[src/rtl/mddr_axi_tester.sv]
// AXI4 master traffic generator and checker for PL DDR3.
// Each pass writes an address-derived pattern over NUM_BURSTS bursts of
// BURST_LEN beats, then reads everything back and compares beat by beat.
// Ports:
//   aclk, aresetn                 clock, async active-low reset
//   start, loop_en, calib_done    run control and MIG calibration status
//   m_axi_aw*/w*/b*/ar*/r*        AXI4 master (one outstanding transaction)
//   busy, done, error             run status (error is sticky)
//   err_cnt, pass_cnt             saturating error count, wrapping pass count
module mddr_axi_tester #(
    parameter int unsigned DATA_W     = 64,
    parameter logic [31:0] BASE_ADDR  = 32'h0000_0000,
    parameter int unsigned NUM_BURSTS = 1024,
    parameter int unsigned BURST_LEN  = 16
) (
    input  logic                  aclk,
    input  logic                  aresetn,
    input  logic                  start,
    input  logic                  loop_en,
    input  logic                  calib_done,
    output logic [31:0]           m_axi_awaddr,
    output logic [7:0]            m_axi_awlen,
    output logic [2:0]            m_axi_awsize,
    output logic [1:0]            m_axi_awburst,
    output logic                  m_axi_awvalid,
    input  logic                  m_axi_awready,
    output logic [DATA_W-1:0]     m_axi_wdata,
    output logic [DATA_W/8-1:0]   m_axi_wstrb,
    output logic                  m_axi_wlast,
    output logic                  m_axi_wvalid,
    input  logic                  m_axi_wready,
    input  logic [1:0]            m_axi_bresp,
    input  logic                  m_axi_bvalid,
    output logic                  m_axi_bready,
    output logic [31:0]           m_axi_araddr,
    output logic [7:0]            m_axi_arlen,
    output logic [2:0]            m_axi_arsize,
    output logic [1:0]            m_axi_arburst,
    output logic                  m_axi_arvalid,
    input  logic                  m_axi_arready,
    input  logic [DATA_W-1:0]     m_axi_rdata,
    input  logic [1:0]            m_axi_rresp,
    input  logic                  m_axi_rlast,
    input  logic                  m_axi_rvalid,
    output logic                  m_axi_rready,
    output logic                  busy,
    output logic                  done,
    output logic                  error,
    output logic [15:0]           err_cnt,
    output logic [15:0]           pass_cnt
);

    localparam int unsigned BYTES       = DATA_W / 8;
    localparam int unsigned LANES       = DATA_W / 32;
    localparam int unsigned IDX_W       = 16;
    localparam int unsigned BEAT_W      = 8;
    localparam logic [31:0] BURST_BYTES = 32'(BURST_LEN * BYTES);
    localparam logic [IDX_W-1:0]  LAST_IDX  = IDX_W'(NUM_BURSTS - 1);
    localparam logic [BEAT_W-1:0] LAST_BEAT = BEAT_W'(BURST_LEN - 1);
    localparam logic [2:0]  AXI_SIZE    = 3'($clog2(BYTES));
    localparam logic [1:0]  AXI_INCR    = 2'b01;

    typedef enum logic [2:0] {
        S_IDLE, S_WR_ADDR, S_WR_DATA, S_WR_RESP, S_RD_ADDR, S_RD_DATA, S_DONE
    } state_e;

    state_e                state_q, state_d;
    logic [IDX_W-1:0]      idx_q, idx_d;
    logic [BEAT_W-1:0]     beat_q, beat_d;
    logic [15:0]           pass_q, pass_d;
    logic [15:0]           err_cnt_q, err_cnt_d;
    logic                  error_q, error_d;
    logic                  busy_q, busy_d;
    logic                  done_q, done_d;
    logic                  err_hit;
    logic                  awvalid_q, wvalid_q, wlast_q, bready_q, arvalid_q, rready_q;
    logic [31:0]           awaddr_q, awaddr_d;
    logic [DATA_W-1:0]     wdata_q, wdata_d;

    // Byte address of a beat within the test region.
    function automatic logic [31:0] beat_addr(input logic [IDX_W-1:0] idx,
                                              input logic [BEAT_W-1:0] beat);
        return BASE_ADDR + 32'(idx) * BURST_BYTES + 32'(beat) * 32'(BYTES);
    endfunction

    // Address-derived test pattern, keyed by the pass number.
    function automatic logic [DATA_W-1:0] pattern(input logic [31:0] addr,
                                                  input logic [15:0] pass);
        logic [DATA_W-1:0] d;
        d = '0;
        for (int unsigned i = 0; i < LANES; i++) begin
            d[32*i +: 32] = (addr + 32'(4 * i)) ^ {pass, 16'h5A5A};
        end
        return d;
    endfunction

    // Next-state and status logic.
    always_comb begin
        state_d   = state_q;
        idx_d     = idx_q;
        beat_d    = beat_q;
        pass_d    = pass_q;
        err_cnt_d = err_cnt_q;
        error_d   = error_q;
        busy_d    = busy_q;
        done_d    = done_q;
        err_hit   = 1'b0;
        unique case (state_q)
            S_IDLE: begin
                if (start && calib_done) begin
                    done_d    = 1'b0;
                    error_d   = 1'b0;
                    err_cnt_d = '0;
                    pass_d    = '0;
                    busy_d    = 1'b1;
                    idx_d     = '0;
                    beat_d    = '0;
                    state_d   = S_WR_ADDR;
                end
            end
            S_WR_ADDR: begin
                if (m_axi_awready) begin
                    beat_d  = '0;
                    state_d = S_WR_DATA;
                end
            end
            S_WR_DATA: begin
                if (m_axi_wready) begin
                    if (beat_q == LAST_BEAT) begin
                        beat_d  = '0;
                        state_d = S_WR_RESP;
                    end else begin
                        beat_d = beat_q + 8'd1;
                    end
                end
            end
            S_WR_RESP: begin
                if (m_axi_bvalid) begin
                    err_hit = (m_axi_bresp != 2'b00);
                    if (idx_q == LAST_IDX) begin
                        idx_d   = '0;
                        state_d = S_RD_ADDR;
                    end else begin
                        idx_d   = idx_q + 16'd1;
                        state_d = S_WR_ADDR;
                    end
                end
            end
            S_RD_ADDR: begin
                if (m_axi_arready) begin
                    beat_d  = '0;
                    state_d = S_RD_DATA;
                end
            end
            S_RD_DATA: begin
                if (m_axi_rvalid) begin
                    // Any combination of faults on one beat counts once.
                    err_hit = (m_axi_rdata != pattern(beat_addr(idx_q, beat_q), pass_q))
                            || (m_axi_rresp != 2'b00)
                            || (m_axi_rlast != (beat_q == LAST_BEAT));
                    if (beat_q == LAST_BEAT) begin
                        beat_d = '0;
                        if (idx_q == LAST_IDX) begin
                            pass_d = pass_q + 16'd1;
                            idx_d  = '0;
                            if (loop_en && start) begin
                                state_d = S_WR_ADDR;
                            end else begin
                                busy_d  = 1'b0;
                                done_d  = 1'b1;
                                state_d = S_DONE;
                            end
                        end else begin
                            idx_d   = idx_q + 16'd1;
                            state_d = S_RD_ADDR;
                        end
                    end else begin
                        beat_d = beat_q + 8'd1;
                    end
                end
            end
            S_DONE: begin
                if (!start) begin
                    state_d = S_IDLE;
                end
            end
            default: state_d = S_IDLE;
        endcase
        if (err_hit) begin
            error_d = 1'b1;
            if (err_cnt_q != 16'hFFFF) begin
                err_cnt_d = err_cnt_q + 16'd1;
            end
        end
    end

    // Payloads track the next beat so they are stable while a valid waits.
    assign awaddr_d = beat_addr(idx_d, '0);
    assign wdata_d  = pattern(beat_addr(idx_d, beat_d), pass_d);

    always_ff @(posedge aclk or negedge aresetn) begin
        if (!aresetn) begin
            state_q   <= S_IDLE;
            idx_q     <= '0;
            beat_q    <= '0;
            pass_q    <= '0;
            err_cnt_q <= '0;
            error_q   <= 1'b0;
            busy_q    <= 1'b0;
            done_q    <= 1'b0;
            awvalid_q <= 1'b0;
            wvalid_q  <= 1'b0;
            wlast_q   <= 1'b0;
            bready_q  <= 1'b0;
            arvalid_q <= 1'b0;
            rready_q  <= 1'b0;
            awaddr_q  <= '0;
            wdata_q   <= '0;
        end else begin
            state_q   <= state_d;
            idx_q     <= idx_d;
            beat_q    <= beat_d;
            pass_q    <= pass_d;
            err_cnt_q <= err_cnt_d;
            error_q   <= error_d;
            busy_q    <= busy_d;
            done_q    <= done_d;
            awvalid_q <= (state_d == S_WR_ADDR);
            wvalid_q  <= (state_d == S_WR_DATA);
            wlast_q   <= (state_d == S_WR_DATA) && (beat_d == LAST_BEAT);
            bready_q  <= (state_d == S_WR_RESP);
            arvalid_q <= (state_d == S_RD_ADDR);
            rready_q  <= (state_d == S_RD_DATA);
            awaddr_q  <= awaddr_d;
            wdata_q   <= wdata_d;
        end
    end

    assign m_axi_awaddr  = awaddr_q;
    assign m_axi_awlen   = LAST_BEAT;
    assign m_axi_awsize  = AXI_SIZE;
    assign m_axi_awburst = AXI_INCR;
    assign m_axi_awvalid = awvalid_q;
    assign m_axi_wdata   = wdata_q;
    assign m_axi_wstrb   = '1;
    assign m_axi_wlast   = wlast_q;
    assign m_axi_wvalid  = wvalid_q;
    assign m_axi_bready  = bready_q;
    assign m_axi_araddr  = awaddr_q;
    assign m_axi_arlen   = LAST_BEAT;
    assign m_axi_arsize  = AXI_SIZE;
    assign m_axi_arburst = AXI_INCR;
    assign m_axi_arvalid = arvalid_q;
    assign m_axi_rready  = rready_q;
    assign busy          = busy_q;
    assign done          = done_q;
    assign error         = error_q;
    assign err_cnt       = err_cnt_q;
    assign pass_cnt      = pass_q;

endmodule

[config.mk]
export PLATFORM = sky130hd
export DESIGN_NAME = mddr_axi_tester
export DESIGN_NICKNAME = d
export VERILOG_FILES = /design/src/rtl/mddr_axi_tester.sv
export SDC_FILE = /design/constraint.sdc
export NUM_CORES = 1
export LEC_CHECK = 0
export CAP_MARGIN = 25
export CORE_ASPECT_RATIO = 0.9
export CORE_MARGIN = 10
export CORE_UTILIZATION = 40
export DETAILED_ROUTE_END_ITERATION = 10
export PLACE_DENSITY = 0.74
export SLEW_MARGIN = 5
export SYNTH_ARGS = -nofsm -noshare
export SYNTH_HDL_FRONTEND = slang
export SYNTH_SLANG_ARGS = --single-unit
export TNS_END_PERCENT = 30
[constraint.sdc]
create_clock -name aclk -period 5 [get_ports aclk]
set_clock_uncertainty 0.05 [all_clocks]
set_input_delay 0.75 -clock aclk [delete_from_list [all_inputs] [get_ports aclk]]
set_output_delay 0.75 -clock aclk [all_outputs]
set_load 0.005 [all_outputs]
==> run_results.csv, run 1 <==
group,metric,value,unit
timing,max-slew-margin-rel,0.379,
worst_setup_path,path_buf_inv,1,
routing,first_iter_violations,534,
worst_setup_path,critical_path.top_delay_family,"simple AND/OR/NAND/NOR gates",
pwr,power.sequential.fraction,0.357,
die,start_util,0.406,
pwr,power.share.clock,0.286,
pwr,comb_power_share,0.357,
synth,ys_dominant_reg_cell,"sky130_fd_sc_hd__dfrtp_1",
clock_tree,cts_hold_repair.buffers,0,
synth,postSynthCellCount,804,
worst_setup_path,timing.critical_path.from_type,"flop",
die,rows,45,
placement,routabilityCongestion,0.918,
clock_tree,cts.root.buffer_cell,"sky130_fd_sc_hd__clkbuf_16",
clock_tree,cts.repair.resized,0,
clock_tree,cts.repair_timing.setup_buffer_count,0,
synth,yosys.area.top_type,"sky130_fd_sc_hd__dfrtp_1",
pwr,peak_supply_drop,215,uV
routing,wirelength,21800,um
timing,setup_tns,0,ns
grt,grt_overflow,0,
routing,ant_nets,0,
synth,fraction_of_post_synthesis_cell_area_in_the_top_cell_type_by_area,0.326,
die,die-area,22700,um2
synth,async_reset_ff_frac,1.00,
pwr,design_power_total,2.73,mW
synth,synth-edff-count,0,
timing,hold_viol_final,0,
placement,dp_hpwl,17600,um
timing,layout_min_cycle_time,4.39,ns
worst_setup_path,cp_max_fo,12,
clock_tree,clock_tree_from_tritoncts,"yes",
synth,synth_area,6830,um2
timing,unrepaired_setup_endpoints_after_global_routing,"no",
clock_tree,clock_path_buffers,2,
grt,grt_util_met3,0.0576,
timing,timing.final.max_slew_violations,0,
synth,synthMostInstantiatedCell,"sky130_fd_sc_hd__buf_4",
routing,drc_errors,0,
die,die_x,158,um
routing,vias,6149,
worst_setup_path,kind_of_critical_path,"flop to flop",
die,ios,282,
synth,syn_area_per_cell,8.50,um2
routing,wl_per_cell,18.6,um
synth,postSynthRegisterBits,89,
worst_setup_path,required,5.24,ns
final_layout,final_nets,1047,
timing,setup_violations,0,
grt,grt_pass1_wl,32800,um
pwr,power.net_switching,0.945,mW
worst_setup_path,cp.arrival,4.62,ns
timing,timing.fmax,0.228,GHz
timing,slew_of_the_pin_with_the_lowest_slew_margin,0.931,ns
final_layout,drive_gt1_frac,0.0532,
grt,use_met2,0.295,
final_layout,areaGrowthSynthToFinish,29.3,%
worst_setup_path,cpMaxStageDelayCell,"sky130_fd_sc_hd__nor4_4",
worst_setup_path,cp-end-kind,"flop",
placement,port-buffer-count,212,
synth,synthDistinctLibCells,75,
clock_tree,clkTransAtPathRegs,0.06,ns
pwr,power_density_over_the_cells,309,nW/um2
clock_tree,ctsHtreeMaxLevel,3,
grt,grt_util_met1,0.230,
min_path,worstHoldPathType,"input pin to async pin",
final_layout,final_core_utilization,0.525,
status,outcome,"complete, no violations",
worst_setup_path,worstPathCellList,"inv_1 -> fa_1 -> nand2b_1 -> a211oi_1 -> xor2_1 -> and3_1 -> o22ai_1 -> or4_4 -> nor4_4 -> o21a_1 -> a221o_2",
worst_setup_path,cpPeakStageDelay,0.68,ns
synth,proportion_of_synthesized_chip_area_in_sequential_cells,0.326,
final_layout,fin_cells,1170,
routing,drt_pre_antenna_iters,5,
clock_tree,cts_buffers,9,
die,floorplan.die.height,144,um
routing,route.detailed.vias_per_inst,5.26,
grt,busiest_layer,"met2",
grt,grt_max_degree,55,
grt,antenna_violations_before_repair,0,
clock_tree,clock_net_sink_count,89,
final_layout,antenna_cells,0,
synth,synth.yosys.warnings,0,
die,standard_cell_core_area,16800,um2
grt,groute.usage.overall,0.182,
pwr,fraction_of_power_spent_switching_nets,0.346,
pwr,power.leakage,3.77,nW
synth,synth_common_cells,"126 x sky130_fd_sc_hd__buf_4, 89 x sky130_fd_sc_hd__dfrtp_1, 80 x sky130_fd_sc_hd__nand2_1",
timing,min_period_over_period,0.878,
placement,dp.cells,1154,
job,drv_cap,0,
synth,synth_area_leaders,"sky130_fd_sc_hd__dfrtp_1 33%, sky130_fd_sc_hd__buf_4 14%, sky130_fd_sc_hd__nand2_1 4.4%",
pwr,internal_power,1.79,mW
grt,vias_in_the_first_global_route,5899,
clock_tree,insertion_delay,0.35,ns
## worst register-to-register path, cell delays in order (launching register included)
cell                       delay [ns]
sky130_fd_sc_hd__dfrtp_1         0.48
sky130_fd_sc_hd__inv_1           0.12
sky130_fd_sc_hd__fa_1            0.47
sky130_fd_sc_hd__nand2b_1        0.23
sky130_fd_sc_hd__a211oi_1        0.28
sky130_fd_sc_hd__xor2_1          0.32
sky130_fd_sc_hd__and3_1          0.20
sky130_fd_sc_hd__o22ai_1         0.12
sky130_fd_sc_hd__or4_4           0.59
sky130_fd_sc_hd__nor4_4          0.68
sky130_fd_sc_hd__o21a_1          0.54
sky130_fd_sc_hd__a221o_2         0.24
## flip-flops by register name (all words and copies together) (netlist names), named ones only
name,count
err_cnt,16
m_axi_wlast,1
m_axi_rready,1
done,1
pass_cnt,8
m_axi_wvalid,1
state_q,3
m_axi_araddr,16
m_axi_arvalid,1
error,1
busy,1
m_axi_wdata,21
beat_q,8
m_axi_bready,1
m_axi_awvalid,1
## final cells by class
type,instances,area (um2)
fill,1596,8000
multi-input combinational,614,3730
sequential,89,2230
timing repair buffer,222,2190
tap,211,264
clock buffer,12,246
clock inverter,4,98.8
inverter,18,67.6
## kinds of logic (layout without fill, tap and decap cells)
| group | Yosys count | after routing | share of synthesized area |
|---|---|---|---|
| AOI/OAI and AO/OA | 158 | 158 | 0.154 |
| xor gates and xnor gates | 61 | 61 | 0.0782 |
| adders and majority gates | 14 | 14 | 0.0278 |
| buffers and inverters | 169 | 256 | 0.165 |
| DFF | 89 | 89 | 0.326 |
| muxes | 10 | 10 | 0.0150 |
| other | 2 | 70 | 0.00110 |
| and+or+nand+nor | 301 | 301 | 0.233 |
## metrics by stage
| step | hold WS, ns | cell area (um2) | worst slack [ns] |
|---|---|---|---|
| 2_1_floorplan | 0.404 | 7090 | 1.30 |
| 3_3_place_gp | 0.412 | 8490 | 0.419 |
| 3_5_place_dp | 0.429 | 8490 | 0.315 |
| 4_1_cts | 0.325 | 8830 | 0.642 |
| 5_1_grt | 0.343 | 8830 | 0.347 |
| 6_report | 0.310 | 8830 | 0.611 |
## metal layers
layer | wire length [um] | vias up
li1 | - | 2954
met1 | 8970 | 2915
met2 | 10300 | 255
met3 | 2160 | 25
met4 | 357 | 0
met5 | 0 | -
## cell usage in the layout (no fill, tap or decap), drive strengths merged, types with 3 or more instances in the layout
cell             n
nor3            25
o21a             7
or4              6
inv             19
ha              12
bufinv           3
buf             11
dfrtp           89
o41ai            3
nor4            10
o32ai            3
clkbuf          12
nand2           80
and2            10
a211oi           4
nand3           26
a21o             7
o22ai            5
o21ai           53
clkdlybuf4s50  211
xor2            27
conb            70
and3            20
nand4           19
nand3b           4
nand2b           4
a21oi           30
nor3b            3
nor2b            9
xnor2           34
or3              9
nand4b           3
or2              9
mux2i            8
nor4b            4
a31oi            4
o31ai           10
a221o           12
nor2            51
## worst paths after layout
check,startpoint,to,slack (ns),depth (start not counted)
max,m_axi_araddr[8],err_cnt[5],0.61,11
max reg2reg,m_axi_araddr[8],err_cnt[5],0.61,11
min,aresetn,m_axi_wdata[47],0.31,1
min in group aclk,done,done,0.44,2
min reg2reg,done,done,0.44,2
max in group asynchronous,aresetn,beat_q[4],3.53,2
## power by group through the flow
stage | combinational, mW | clock, mW | sequential, mW
2_1_floorplan | 0.651 | 0 | 0.900
3_3_place_gp | 0.957 | 0 | 0.983
3_5_place_dp | 0.971 | 0 | 0.984
4_1_cts | 0.976 | 0.798 | 0.971
5_1_grt | 1.08 | 0.828 | 0.993
6_report | 0.976 | 0.781 | 0.975
(Power assumes the default switching activity.)
==> run 2: changes to the inputs <==
--- a/config.mk
+++ b/config.mk
@@ -10,7 +10,7 @@
 export CORE_MARGIN = 10
 export CORE_UTILIZATION = 40
 export DETAILED_ROUTE_END_ITERATION = 10
-export PLACE_DENSITY = 0.74
+export PLACE_DENSITY = 0.8
 export SLEW_MARGIN = 5
 export SYNTH_ARGS = -nofsm -noshare
 export SYNTH_HDL_FRONTEND = slang
==> run_results.csv, run 2 (synthesis gave the netlist of run 1 again) <==
group,metric,value,unit
clock_tree,cts.repair_timing.setup_buffer_count,0,
clock_tree,cts.root.buffer_cell,"sky130_fd_sc_hd__clkbuf_16",
die,die-area,22700,um2
worst_setup_path,cp-end-kind,"flop",
timing,min_period_over_period,0.879,
clock_tree,ctsHtreeMaxLevel,3,
pwr,power.leakage,3.76,nW
final_layout,final_nets,1048,
routing,vias,6195,
timing,setup_violations,0,
grt,grt_overflow,0,
clock_tree,clock_tree_from_tritoncts,"yes",
die,die_x,158,um
routing,ant_nets,0,
timing,unrepaired_setup_endpoints_after_global_routing,"no",
timing,timing.fmax,0.228,GHz
timing,setup_tns,0,ns
die,rows,45,
status,outcome,"complete, no violations",
worst_setup_path,r2r_setup_slack,0.70,ns
worst_setup_path,worstPathCellList,"clkdlybuf4s50_1 -> inv_1 -> o31ai_1 -> o21ai_1 -> or2_2 -> o21ai_0 -> o21ai_0 -> ha_1 -> a21o_1 -> a21oi_1 -> nor3_1 -> nand3_1 -> nor3b_1 -> xnor2_1",
worst_setup_path,timing.critical_path.from_type,"input pin",
clock_tree,insertion_delay,0.35,ns
routing,first_iter_violations,561,
timing,hold_viol_final,0,
clock_tree,clkTransAtPathRegs,0.07,ns
final_layout,antenna_cells,0,
final_layout,final_common_cell,"sky130_fd_sc_hd__clkdlybuf4s50_1",
job,drv_cap,0,
grt,grt_pass1_wl,32600,um
die,ios,282,
placement,dp_hpwl,17700,um
clock_tree,cts.repair.resized,0,
min_path,worstHoldPathType,"input pin to async pin",
final_layout,largest_reg_flops,21,
routing,wl_per_cell,18.7,um
timing,timing.final.max_slew_violations,0,
placement,port-buffer-count,212,
placement,routabilityCongestion,0.945,
final_layout,areaGrowthSynthToFinish,29.0,%
worst_setup_path,cp.arrival,4.57,ns
timing,slew_of_the_pin_with_the_lowest_slew_margin,0.963,ns
worst_setup_path,cp_max_fo,8,
clock_tree,clock_net_sink_count,89,
grt,grt_max_degree,46,
worst_setup_path,cp_dominant_cell_by_count,"sky130_fd_sc_hd__o21ai_0",
worst_setup_path,cpMaxStageDelayCell,"sky130_fd_sc_hd__clkdlybuf4s50_1",
routing,drt_pre_antenna_iters,6,
worst_setup_path,cpPeakStageDelay,0.60,ns
clock_tree,cts_hold_repair.buffers,0,
routing,drc_errors,0,
clock_tree,clock_path_buffers,2,
final_layout,drive_gt1_frac,0.0552,
pwr,power_density_over_the_cells,304,nW/um2
grt,vias_in_the_first_global_route,5948,
die,start_util,0.406,
grt,antenna_violations_before_repair,0,
routing,wirelength,21900,um
die,standard_cell_core_area,16800,um2
grt,groute.usage.overall,0.183,
timing,layout_min_cycle_time,4.39,ns
worst_setup_path,required,5.18,ns
clock_tree,cts_buffers,9,
final_layout,filler_cell_count,1579,
die,floorplan.die.height,144,um
final_layout,layout.cells.most_common_list,"211 x sky130_fd_sc_hd__clkdlybuf4s50_1, 89 x sky130_fd_sc_hd__dfrtp_1, 80 x sky130_fd_sc_hd__nand2_1, 70 x sky130_fd_sc_hd__conb_1, 51 x sky130_fd_sc_hd__o21ai_0",
worst_setup_path,kind_of_critical_path,"input pin to flop",
timing,max-slew-margin-rel,0.358,
timing,holdWs,0.347,ns
pwr,peak_supply_drop,292,uV
routing,route.detailed.vias_per_inst,5.29,
[run 2: cell count changes in the layout (fill, tap and decap cells not counted)]
cell / delta
sky130_fd_sc_hd__clkbuf_8: -1
sky130_fd_sc_hd__clkbuf_1: -1
sky130_fd_sc_hd__bufinv_16: -1
sky130_fd_sc_hd__clkinvlp_4: +3
sky130_fd_sc_hd__buf_4: +1
[run 2: stage by stage]
step	util	setup slack [ns]	power [mW]	area, um2	instances
after floorplan	-	1.30	1.55	7090	872
after global placement	0.505	0.564	1.94	8500	1155
after detailed placement	0.505	0.385	1.96	8500	1155
after CTS	0.524	0.731	2.70	8820	1171
after global routing	0.524	0.280	2.85	8820	1171
final	0.524	0.607	2.68	8820	1171
[run 2: worst max-delay path: cells and delay by family]
kind / cells / cell delay, ns
fa+ha+maj: 1 / 0.37
xor+xnor: 1 / 0.11
compound gates: 6 / 1.17
simple gates: 4 / 1.45
buf+inv: 2 / 0.71
[run 2: final timing paths]
kind,from,end,depth (start not counted)
setup / recovery,m_axi_rvalid,m_axi_wdata[53],14
hold / removal,aresetn,pass_cnt[4],1
setup reg to reg,state_q[1],m_axi_wdata[53],14
hold reg to reg,done,done,2
max in group asynchronous,aresetn,m_axi_wdata[45],2
min in group aclk,done,done,2
[run 2: per-layer routing]
metal | share of wire | track usage
met5 | 0.0029 | 0.0237
met4 | 0.014 | 0.0467
met3 | 0.11 | 0.0594
met2 | 0.49 | 0.301
met1 | 0.39 | 0.223
[run 2: area by class of cell]
class / count / area [um2] / area share
Multi-Input combinational cell: 614 / 3730 / 0.424
Clock inverter: 6 / 91.3 / 0.0104
Tap cell: 211 / 264 / 0.0299
Sequential cell: 89 / 2230 / 0.253
Clock buffer: 10 / 229 / 0.0260
Timing Repair Buffer: 223 / 2200 / 0.250
Inverter: 18 / 67.6 / 0.00766
[run 2: power breakdown]
part	internal (mW)	switching (mW)	total [mW]
Clock	0.439	0.290	0.729
Combinational	0.475	0.506	0.981
Sequential	0.810	0.160	0.970
Total	1.72	0.956	2.68
